$ cat src/rtl/addsub_serial.sv
// rtl/addsub_serial.sv - chunk-serial two's-complement adder/subtractor with valid/ready handshake
// Processes CHUNK bits per cycle, LSB chunk first, carrying between chunks.
module addsub_serial #(
  parameter int WIDTH = 32,
  parameter int CHUNK = 8
) (
  input  logic             clk,
  input  logic             rst_n,
  input  logic             in_valid,
  output logic             in_ready,
  input  logic             op,
  input  logic [WIDTH-1:0] a,
  input  logic [WIDTH-1:0] b,
  input  logic             abort,
  output logic             out_valid,
  input  logic             out_ready,
  output logic [WIDTH-1:0] result,
  output logic             cout,
  output logic             overflow,
  output logic             zero,
  output logic             negative
);

  localparam int NCHUNK = WIDTH / CHUNK;
  localparam int CNT_W  = (NCHUNK > 1) ? $clog2(NCHUNK) : 1;

  localparam logic [1:0] S_IDLE = 2'd0;
  localparam logic [1:0] S_BUSY = 2'd1;
  localparam logic [1:0] S_DONE = 2'd2;

  logic [1:0]       r_state;
  logic [WIDTH-1:0] r_a;
  logic [WIDTH-1:0] r_b;
  logic             r_op;
  logic [CNT_W-1:0] r_cnt;
  logic             r_carry;
  logic [WIDTH-1:0] r_result;
  logic             r_cout;
  logic             r_ovf;

  logic [CHUNK-1:0] w_a_chk;
  logic [CHUNK-1:0] w_b_chk;
  logic [CHUNK:0]   w_sum_full;
  logic             w_msb_cin;
  logic             w_last;
  logic [WIDTH-1:0] w_sum_place;

  // Operands shift right each BUSY cycle, so the low chunk is always the one in flight.
  assign w_a_chk     = r_a[CHUNK-1:0];
  assign w_b_chk     = r_b[CHUNK-1:0] ^ {CHUNK{r_op}};
  assign w_sum_full  = {1'b0, w_a_chk} + {1'b0, w_b_chk} + {{CHUNK{1'b0}}, r_carry};
  assign w_msb_cin   = w_sum_full[CHUNK-1] ^ w_a_chk[CHUNK-1] ^ w_b_chk[CHUNK-1];
  assign w_last      = (r_cnt == CNT_W'(NCHUNK - 1));
  assign w_sum_place = WIDTH'(w_sum_full[CHUNK-1:0]) << (WIDTH - CHUNK);

  always_ff @(posedge clk or negedge rst_n) begin
    if (!rst_n) begin
      r_state  <= S_IDLE;
      r_a      <= '0;
      r_b      <= '0;
      r_op     <= 1'b0;
      r_cnt    <= '0;
      r_carry  <= 1'b0;
      r_result <= '0;
      r_cout   <= 1'b0;
      r_ovf    <= 1'b0;
    end else begin
      case (r_state)
        S_IDLE: begin
          if (in_valid) begin
            r_a     <= a;
            r_b     <= b;
            r_op    <= op;
            r_cnt   <= '0;
            r_carry <= op;
            r_state <= S_BUSY;
          end
        end
        S_BUSY: begin
          if (abort) begin
            r_state <= S_IDLE;
          end else begin
            // Result fills from the top; after NCHUNK shifts the old value is fully replaced.
            r_result <= (r_result >> CHUNK) | w_sum_place;
            r_a      <= r_a >> CHUNK;
            r_b      <= r_b >> CHUNK;
            r_carry  <= w_sum_full[CHUNK];
            r_cnt    <= r_cnt + 1'b1;
            if (w_last) begin
              r_cout  <= w_sum_full[CHUNK];
              r_ovf   <= w_msb_cin ^ w_sum_full[CHUNK];
              r_cnt   <= '0;
              r_state <= S_DONE;
            end
          end
        end
        S_DONE: begin
          if (abort || out_ready) begin
            r_state <= S_IDLE;
          end
        end
        default: r_state <= S_IDLE;
      endcase
    end
  end

  assign in_ready  = (r_state == S_IDLE);
  assign out_valid = (r_state == S_DONE);
  assign result    = r_result;
  assign cout      = r_cout;
  assign overflow  = r_ovf;
  assign zero      = (r_result == '0);
  assign negative  = r_result[WIDTH-1];

endmodule
$ cat config.mk
export PLATFORM = sky130hd
export DESIGN_NAME = addsub_serial
export DESIGN_NICKNAME = d
export VERILOG_FILES = /design/src/rtl/addsub_serial.sv
export SDC_FILE = /design/constraint.sdc
export NUM_CORES = 1
export LEC_CHECK = 0
export BUFFER_PORTS_ARGS = -buffer_cell sky130_fd_sc_hd__buf_2
export CELL_PAD_IN_SITES_DETAIL_PLACEMENT = 0
export CELL_PAD_IN_SITES_GLOBAL_PLACEMENT = 1
export CORE_MARGIN = 1
export CORE_UTILIZATION = 41
export CTS_BUF_LIST = sky130_fd_sc_hd__clkbuf_16
export DETAILED_ROUTE_END_ITERATION = 7
export PLACE_DENSITY_LB_ADDON = 0.1
export REMOVE_ABC_BUFFERS = 1
export SYNTH_ARGS = -nofsm -noshare
export SYNTH_HDL_FRONTEND = slang
export SYNTH_SLANG_ARGS = --single-unit
export TNS_END_PERCENT = 100
$ cat constraint.sdc
create_clock -name clk -period 2.88 [get_ports clk]
set_input_delay 0.576 -clock clk [delete_from_list [all_inputs] [get_ports clk]]
set_output_delay 0.576 -clock clk [all_outputs]
set_load 0.005 [all_outputs]
=== After elaboration in Yosys (flattened, before gate mapping) ===
Cells that the tools add are included.
W data, S select, Z words.

* Bits in registers: 104
* Output and inout bits: 38
* Word-level logic and storage cells: 52

* $add $sub $neg: 3
* Equal/unequal tests: 7
* Mux-type cells: 18
* Bitwise logic cells: 6
* Reductions and logical operators: 9

{| class="wikitable"
|+ Operators with widths
! kind !! number
|-
| $mux W32 || 4
|-
| $pmux W32 S2 || 2
|-
| $logic_not A32 Y1 || 1
|-
| $or A24 B32 Y32 || 1
|-
| $mux W2 || 7
|-
| $add A8 B8 Y9 || 1
|-
| $add A9 B1 Y9 || 1
|-
| $reduce_and A3 Y1 || 3
|-
| $xor A8 B8 Y8 || 1
|-
| $pmux W2 S3 || 1
|-
| $eq A2 B2 Y1 const B || 2
|-
| $ne A2 B2 Y1 const B || 2
|-
| $pmux W2 S2 || 1
|-
| $reduce_and A2 Y1 || 2
|-
| $ne A3 B3 Y1 const B || 1
|-
| $xor A1 B1 Y1 || 3
|-
| $add A2 B1 Y2 const B || 1
|-
| $eq A2 B1 Y1 const B || 1
|-
| $logic_not A2 Y1 || 1
|-
| $mux W1 || 2
|-
| $ne A2 B1 Y1 const B || 1
|-
| $pmux W1 S2 || 1
|-
| $reduce_bool A2 Y1 || 1
|-
| $logic_or A1 B1 Y1 || 1
|-
| $not A1 Y1 || 1
|}

=== Depth between registers and ports, before layout ===
Gate-level depths: netlist of the first run.

* Depth after elaboration: 6
* Gate-level depth with buffers: 10
* Depth with buffers taken out: 9

=== Least setup slack after synthesis of the first run ===
No wires, ideal clock.

* Kind: register -> register
* Start: register r_op
* End: register r_ovf (netlist: overflow)
* Data arrival time: 2.454 ns
* Path slack: 0.349 ns
* Stages on the path, launching flop included: 11
* Buffers on the path: 1
* Cell sequence: dfrtp_1 -> buf_2 -> xor2_1 -> fa_1 -> inv_1 -> fa_1 -> nor2b_1 -> o31a_2 -> o221ai_1 -> xnor3_1 -> o21ai_1

* Word-level cells in the longest chain between the ends: 6

{| class="wikitable"
|+ RTL lines
! what !! RTL line !! RTL
|-
| from (decl) || 34 || <nowiki>logic r_op;</nowiki>
|-
| from (signal assigned) || 73 || <nowiki>r_op <= op;</nowiki>
|-
| $xor A8 B8 Y8 * || 50 || <nowiki>assign w_b_chk = r_b[CHUNK-1:0] ^ {CHUNK{r_op}};</nowiki>
|-
| $add A8 B8 Y9 || 51 || <nowiki>assign w_sum_full = {1'b0, w_a_chk} + {1'b0, w_b_chk} + {{CHUNK{1'b0}}, r_carry};</nowiki>
|-
| $add A9 B1 Y9 || 51 ||
|-
| $xor A1 B1 Y1 (2 in a row) || 52 || <nowiki>assign w_msb_cin = w_sum_full[CHUNK-1] ^ w_a_chk[CHUNK-1] ^ w_b_chk[CHUNK-1];</nowiki>
|-
| $xor A1 B1 Y1 * || 91 || <nowiki>r_ovf <= w_msb_cin ^ w_sum_full[CHUNK];</nowiki>
|-
| to (signal assigned) || 91 ||
|-
| to (decl) || 39 || <nowiki>logic r_ovf;</nowiki>
|}

Every way passes the cells marked *; elsewhere a longest branch is shown, timed or not.
A chain may end at the register's enable or synchronous reset.

=== Final worst setup path of the first run ===
Same ends and word-level chain as after synthesis.

==> results.toml, run 1 <==
[logic_synthesis]
compound_gate_portion_of_the_synthesized_area_pct = 13.0
ys_top_cells_by_area = "sky130_fd_sc_hd__dfrtp_1 (54%), sky130_fd_sc_hd__nand2_1 (11%), sky130_fd_sc_hd__mux2i_1 (10%)"
synth_area_mm2 = 0.00479
synth_async_sr_flop_share_pct = 100
post-synth-top-count-cell = "sky130_fd_sc_hd__nand2_1"
synth_area_per_cell_um2 = 10.2
synth_top_flop_cell = "sky130_fd_sc_hd__dfrtp_1"
largest_family_of_logic_cells_by_synthesized_area = "simple AND/OR/NAND/NOR gates"
synth_sequential_area_ratio_pct = 54.4
yosys.area_share.adder_pct = 2.93
ys.warnings.count = 0
synth_cells = 469
synth_edf_count = 0
post_synth_xor_area_fraction_pct = 2.67
synth_top_area_share_pct = 54.4
synthDistinctLibCells = 39
synth_top_cells_by_count = "sky130_fd_sc_hd__nand2_1 (135), sky130_fd_sc_hd__dfrtp_1 (104), sky130_fd_sc_hd__o21ai_0 (55)"
yosys_register_bits = 104
synth-simple-area-share_pct = 13.9
yosysTopAreaCell = "sky130_fd_sc_hd__dfrtp_1"
muxShareOfSynthArea_pct = 10.3

[global_routing]
gr-usage-met1_pct = 24.2
grt_max_degree = 52
met3_usage_pct = 3.88
top_usage_layer = "met2"
global_route_wire_length_before_repair_um = 16600
grtUsageTotal_pct = 17.7
antenna_found_initial = 0
overflow = 0
grt_pass1_vias = 3455
grt_util_met2_pct = 27.9

[floorplanning]
die_boundary_height_um = 110
floorplan.initialDensity_pct = 41.9
die_width_um = 110
total_die_area_mm2 = 0.0121
coreArea_mm2 = 0.0114
standard_cell_rows = 39
num_io_pins = 108

[sta]
finalClockSkew_ns = 0.00908
report.final.setup_viol = 0
period_share_pct = 89.9
relSlewSlack_pct = 41.6
period_needed_ns = 2.59
worst-slew-pin-transition_ns = 0.876
report.final.slew_viol_count = 0
finalHoldViolations = 0
fmaxAchievable_mhz = 386
rsz_0062_raised_after_global_routing = "no"
setup_slack_of_the_critical_path_after_layout_ns = 0.291
tns_ns = 0

[critical_path]
start_kind = "flip-flop"
worstSetupStartpoint = "r_op"
cp_data_arrival_time_ns = 2.85
crit_path_end_kind = "flip-flop"
worst_r2r_endpoint = "overflow"
regToRegStartpoint = "r_op"
critical_path_class = "reg2reg"
reg2reg_setup_slack_ns = 0.29
ff2ff_path_depth = 8
critical_path.endpoint = "overflow"
worstPathRequired_ns = 3.15
crit_fanout = 8

[clock_network]
root_buffer = "sky130_fd_sc_hd__clkbuf_16"
cts.repair.resized = 0
clock_sink_count = 104
cts_post_setup_buffers_inserted = 0
cts_tree = "done"
cts_buffers = 9
cts_hold_buf = 0
cts-htree-levels = 3
clk_transition_reported_paths_ns = 0.07
clk_latency_ns = 0.34
ctsLongestPathBuffers = 2

[worst_hold_path]
hold_class = "in2async"

[placement]
place.detailed.instances = 699
dpl-instance-area_mm2 = 0.00552
place.detailed.hpwl_um = 6860
buffer_ports.inserted = 107
routabilityCongestion = 0.798
place_worst_setup_slack_ns = 0.293

[route]
avgRoutedWirePerCell_um = 13.8
firstDrtPassIters = 4
num_vias = 3566
antenna_left = 0
initialDrtViolationCount = 161
drt_drc_violations_left = 0
avgViaCountPerCell = 4.99
drt-total-wl_um = 9860

[run_status]
status = "complete, no violations"

[finish]
layout.nets = 647
final_layout_size_suffix_gt1_share_pct = 24.0
flow.area_growth_from_synthesis_pct = 21.3
finish.instance_area_mm2 = 0.00581
antennaDiodeCount = 0
final_cells = 714

[power_and_ir_drop]
vdd_ir_drop_max_v = 0.000446
pwr_density_cell_mw_per_mm2 = 1120
power.leakage_nw = 2.99

[flow_run]
drv.max_cap_violation_count = 0
==> cell families after synthesis <==
group | after synthesis
adder cells (fa/ha/maj) | 10
flip-flops | 104
buffers and inverters | 34
AND/OR/NAND/NOR | 162
XOR/XNOR | 13
AO/OA/AOI/OAI | 97
multiplexers | 49
==> routing by layer <==
| metal | routed length (um) | vias up |
|---|---|---|
| met5 | 0 | - |
| met4 | 188 | 0 |
| met3 | 435 | 12 |
| met2 | 4490 | 85 |
| met1 | 4740 | 1658 |
| li1 | - | 1811 |
==> cells in the final DEF (no fill, tap or decap), types with 5 or more instances in the layout <==
cell | Yosys | layout
sky130_fd_sc_hd__nand2_1 | 135 | 135
sky130_fd_sc_hd__dfrtp_1 | 104 | 104
sky130_fd_sc_hd__buf_2 | 7 | 106
sky130_fd_sc_hd__nor4_1 | 8 | 8
sky130_fd_sc_hd__o21ai_0 | 55 | 55
sky130_fd_sc_hd__buf_4 | 1 | 7
sky130_fd_sc_hd__ha_1 | 8 | 8
sky130_fd_sc_hd__clkbuf_16 | 0 | 9
sky130_fd_sc_hd__a22o_1 | 17 | 17
sky130_fd_sc_hd__xor2_1 | 12 | 12
sky130_fd_sc_hd__nor2_1 | 6 | 6
sky130_fd_sc_hd__inv_1 | 4 | 5
sky130_fd_sc_hd__mux2i_1 | 48 | 48
==> power by group <==
part	switching [mW]	leakage, nW	internal [mW]	total [mW]
Combinational	1.41	1.54	1.35	2.75
Sequential	0.469	1.31	2.10	2.57
Clock	0.517	0.139	0.666	1.18
==> through the flow <==
| step | util, % | hold slack [ns] | total power [mW] |
|---|---|---|---|
| 2_1_floorplan | - | 0.280 | 4.50 |
| 3_3_place_gp | 48.3 | 0.461 | 5.29 |
| 3_5_place_dp | 48.3 | 0.470 | 5.39 |
| 4_1_cts | 50.9 | 0.185 | 6.59 |
| 5_1_grt | 50.9 | 0.207 | 7.06 |
| 6_report | 50.9 | 0.180 | 6.50 |
==> sequential cells by signal, indices dropped and copies added, names as in the netlist <==
signal and cells:
result 32, r_state 2, r_b 32, r_cnt 2, overflow 1, r_carry 1
cout 1, r_a 32, r_op 1
==> layout make-up <==
cell class                 instances  area [um^2]
inverter                           4         15.0
fill                            1091         5610
clock buffer                       9          225
tap                              143          179
clock inverter                     6         62.6
multi-input combinational        331         2060
timing repair buffer             117          663
sequential                       104         2600
==> worst min-delay path by stage <==
stage                     startpoint        end  depth (start not counted)
after global routing           rst_n  result[0]                          1
final                          rst_n  result[0]                          1
after global placement       r_b[15]    r_b[15]                          2
after floorplan                rst_n       cout                          0
after detailed placement     r_a[17]    r_a[17]                          2
after CTS                      rst_n  result[0]                          1
==> critical path, stage by stage, from the launching register on <==
cell and delay, ns:
sky130_fd_sc_hd__dfrtp_1 0.39, sky130_fd_sc_hd__buf_4 0.18, sky130_fd_sc_hd__xor2_1 0.17, sky130_fd_sc_hd__ha_1 0.34
sky130_fd_sc_hd__a211o_1 0.30, sky130_fd_sc_hd__a211o_1 0.32, sky130_fd_sc_hd__a221oi_2 0.33, sky130_fd_sc_hd__xnor3_1 0.36
sky130_fd_sc_hd__o21ai_1 0.13
Power figures use the tool's default switching activity.
==> run 2, diff against run 1 <==
- CTS_BUF_LIST: sky130_fd_sc_hd__clkbuf_16 -> not set
- clock period: 2.88 -> 2.7 ns (I/O delays scaled with it)
==> run 2 against run 1 <==
Against the previous run:
- cell area is essentially flat
- critical endpoint unchanged
- cell count down 0.14%
- critical path type unchanged
- combinational power is 5% higher
- power increased by 7.5%
==> results.toml, run 2 (synthesis gave the netlist of run 1 again) <==
[floorplanning]
die_boundary_height_um = 110
total_die_area_mm2 = 0.0121
num_io_pins = 108
floorplan.initialDensity_pct = 41.9
coreArea_mm2 = 0.0114
standard_cell_rows = 39
die_width_um = 110

[clock_network]
cts_post_setup_buffers_inserted = 0
cts.repair.resized = 0
clk_latency_ns = 0.34
ctsLongestPathBuffers = 2
cts_hold_buf = 0
cts_buffers = 9
clk_transition_reported_paths_ns = 0.06
cts_tree = "done"
clock_sink_count = 104
root_buffer = "sky130_fd_sc_hd__clkbuf_16"
cts-htree-levels = 3

[finish]
multi_input_area_mm2 = 0.00206
flow.area_growth_from_synthesis_pct = 21.4
antennaDiodeCount = 0
final_layout_size_suffix_gt1_share_pct = 23.9
fillers = 1102
commonest_cells_after_routing_fill_and_taps_aside = "sky130_fd_sc_hd__nand2_1 (135), sky130_fd_sc_hd__buf_2 (106), sky130_fd_sc_hd__dfrtp_1 (104)"
area_used_by_sequential_logic_in_the_layout_mm2 = 0.00260
commonest_non_fill_non_tap_cell_in_the_layout = "sky130_fd_sc_hd__nand2_1"
post-route-util_pct = 50.9
layout.nets = 645
final_cells = 713

[critical_path]
crit_path_end_kind = "flip-flop"
cp_data_arrival_time_ns = 2.80
start_kind = "flip-flop"
critical_path_class = "reg2reg"
worstPathRequired_ns = 2.97
crit_fanout = 3

[worst_hold_path]
hold_class = "in2async"

[global_routing]
grtUsageTotal_pct = 17.8
grt_util_met2_pct = 28.1
met3_usage_pct = 6.41
gr-usage-met1_pct = 23.1
top_usage_layer = "met2"
antenna_found_initial = 0
grt_max_degree = 110
grt_pass1_vias = 3400
overflow = 0
global_route_wire_length_before_repair_um = 16300

[route]
drt-total-wl_um = 9800
avgRoutedWirePerCell_um = 13.7
initialDrtViolationCount = 167
num_vias = 3546
antenna_left = 0
firstDrtPassIters = 4
drt_drc_violations_left = 0
avgViaCountPerCell = 4.97

[placement]
place.detailed.instances = 697
routabilityCongestion = 0.795
buffer_ports.inserted = 107
place.detailed.hpwl_um = 6630
place_worst_setup_slack_ns = 0.157

[power_and_ir_drop]
vdd_ir_drop_max_v = 0.000588
pwr_density_cell_mw_per_mm2 = 1200
power.leakage_nw = 3.00

[sta]
period_needed_ns = 2.53
setup_slack_of_the_critical_path_after_layout_ns = 0.169
period_share_pct = 93.7
finalHoldViolations = 0
whs_ns = 0.148
finalClockSkew_ns = 0.00469
worst-slew-pin-transition_ns = 0.461
tns_ns = 0
fmaxAchievable_mhz = 395
report.final.setup_viol = 0
rsz_0062_raised_after_global_routing = "no"
relSlewSlack_pct = 69.3
report.final.slew_viol_count = 0

[run_status]
status = "complete, no violations"

[flow_run]
drv.max_cap_violation_count = 0
-- run 2: cell count changes in the layout (fill, tap and decap cells not counted) --
cell / previous run / this run
sky130_fd_sc_hd__buf_12: 4 / 3
sky130_fd_sc_hd__buf_4: 7 / 6
sky130_fd_sc_hd__clkbuf_1: 0 / 1
sky130_fd_sc_hd__clkbuf_8: 0 / 4
sky130_fd_sc_hd__clkinv_4: 1 / 0
sky130_fd_sc_hd__clkinvlp_4: 2 / 0
sky130_fd_sc_hd__inv_1: 5 / 4
-- run 2: report_power, final --
part | leakage [nW] | switching (mW) | internal [mW] | total, mW
clock | 0.159 | 0.538 | 0.819 | 1.36
sequential | 1.31 | 0.498 | 2.24 | 2.74
combinational | 1.53 | 1.49 | 1.41 | 2.90
-- run 2: critical path: stages, from the launching register on --
cell	delay (ns)
sky130_fd_sc_hd__dfrtp_1	0.39
sky130_fd_sc_hd__xor2_1	0.18
sky130_fd_sc_hd__fa_1	0.41
sky130_fd_sc_hd__inv_1	0.09
sky130_fd_sc_hd__fa_1	0.19
sky130_fd_sc_hd__nor2b_1	0.07
sky130_fd_sc_hd__o31a_2	0.31
sky130_fd_sc_hd__o221ai_1	0.28
sky130_fd_sc_hd__xnor3_1	0.44
sky130_fd_sc_hd__o21ai_1	0.11
-- run 2: final timing paths --
check / startpoint / endpoint / slack [ns] / cells past startpoint
max: r_op / overflow / 0.17 / 9
min: rst_n / result[0] / 0.15 / 1
max reg2reg: r_op / overflow / 0.17 / 9
min reg2reg: r_a[17] / r_a[17] / 0.48 / 2
max in group asynchronous: rst_n / r_b[6] / 1.84 / 2
min in group clk: abort / r_state[1] / 0.38 / 2
-- run 2: layout make-up --
class                           instances  share of cell area [%]
Clock buffer                           14                    4.89
Clock inverter                          2                   0.603
Inverter                                4                   0.258
Multi-Input combinational cell        331                    35.4
Sequential cell                       104                    44.8
Tap cell                              143                    3.08
Timing Repair Buffer                  115                    10.9
-- run 2: per-stage QoR --
step | total power, mW | instance area, um^2
2_1_floorplan | 4.80 | 4660
3_3_place_gp | 5.61 | 5490
3_5_place_dp | 5.71 | 5490
4_1_cts | 7.09 | 5810
5_1_grt | 7.63 | 5810
6_report | 6.99 | 5810
-- run 2: metal layers --
layer,share of wire (%),vias to the layer above
met4,1.2,0
met2,45,80
met5,0,-
met3,5.8,8
li1,-,1802
met1,48,1656
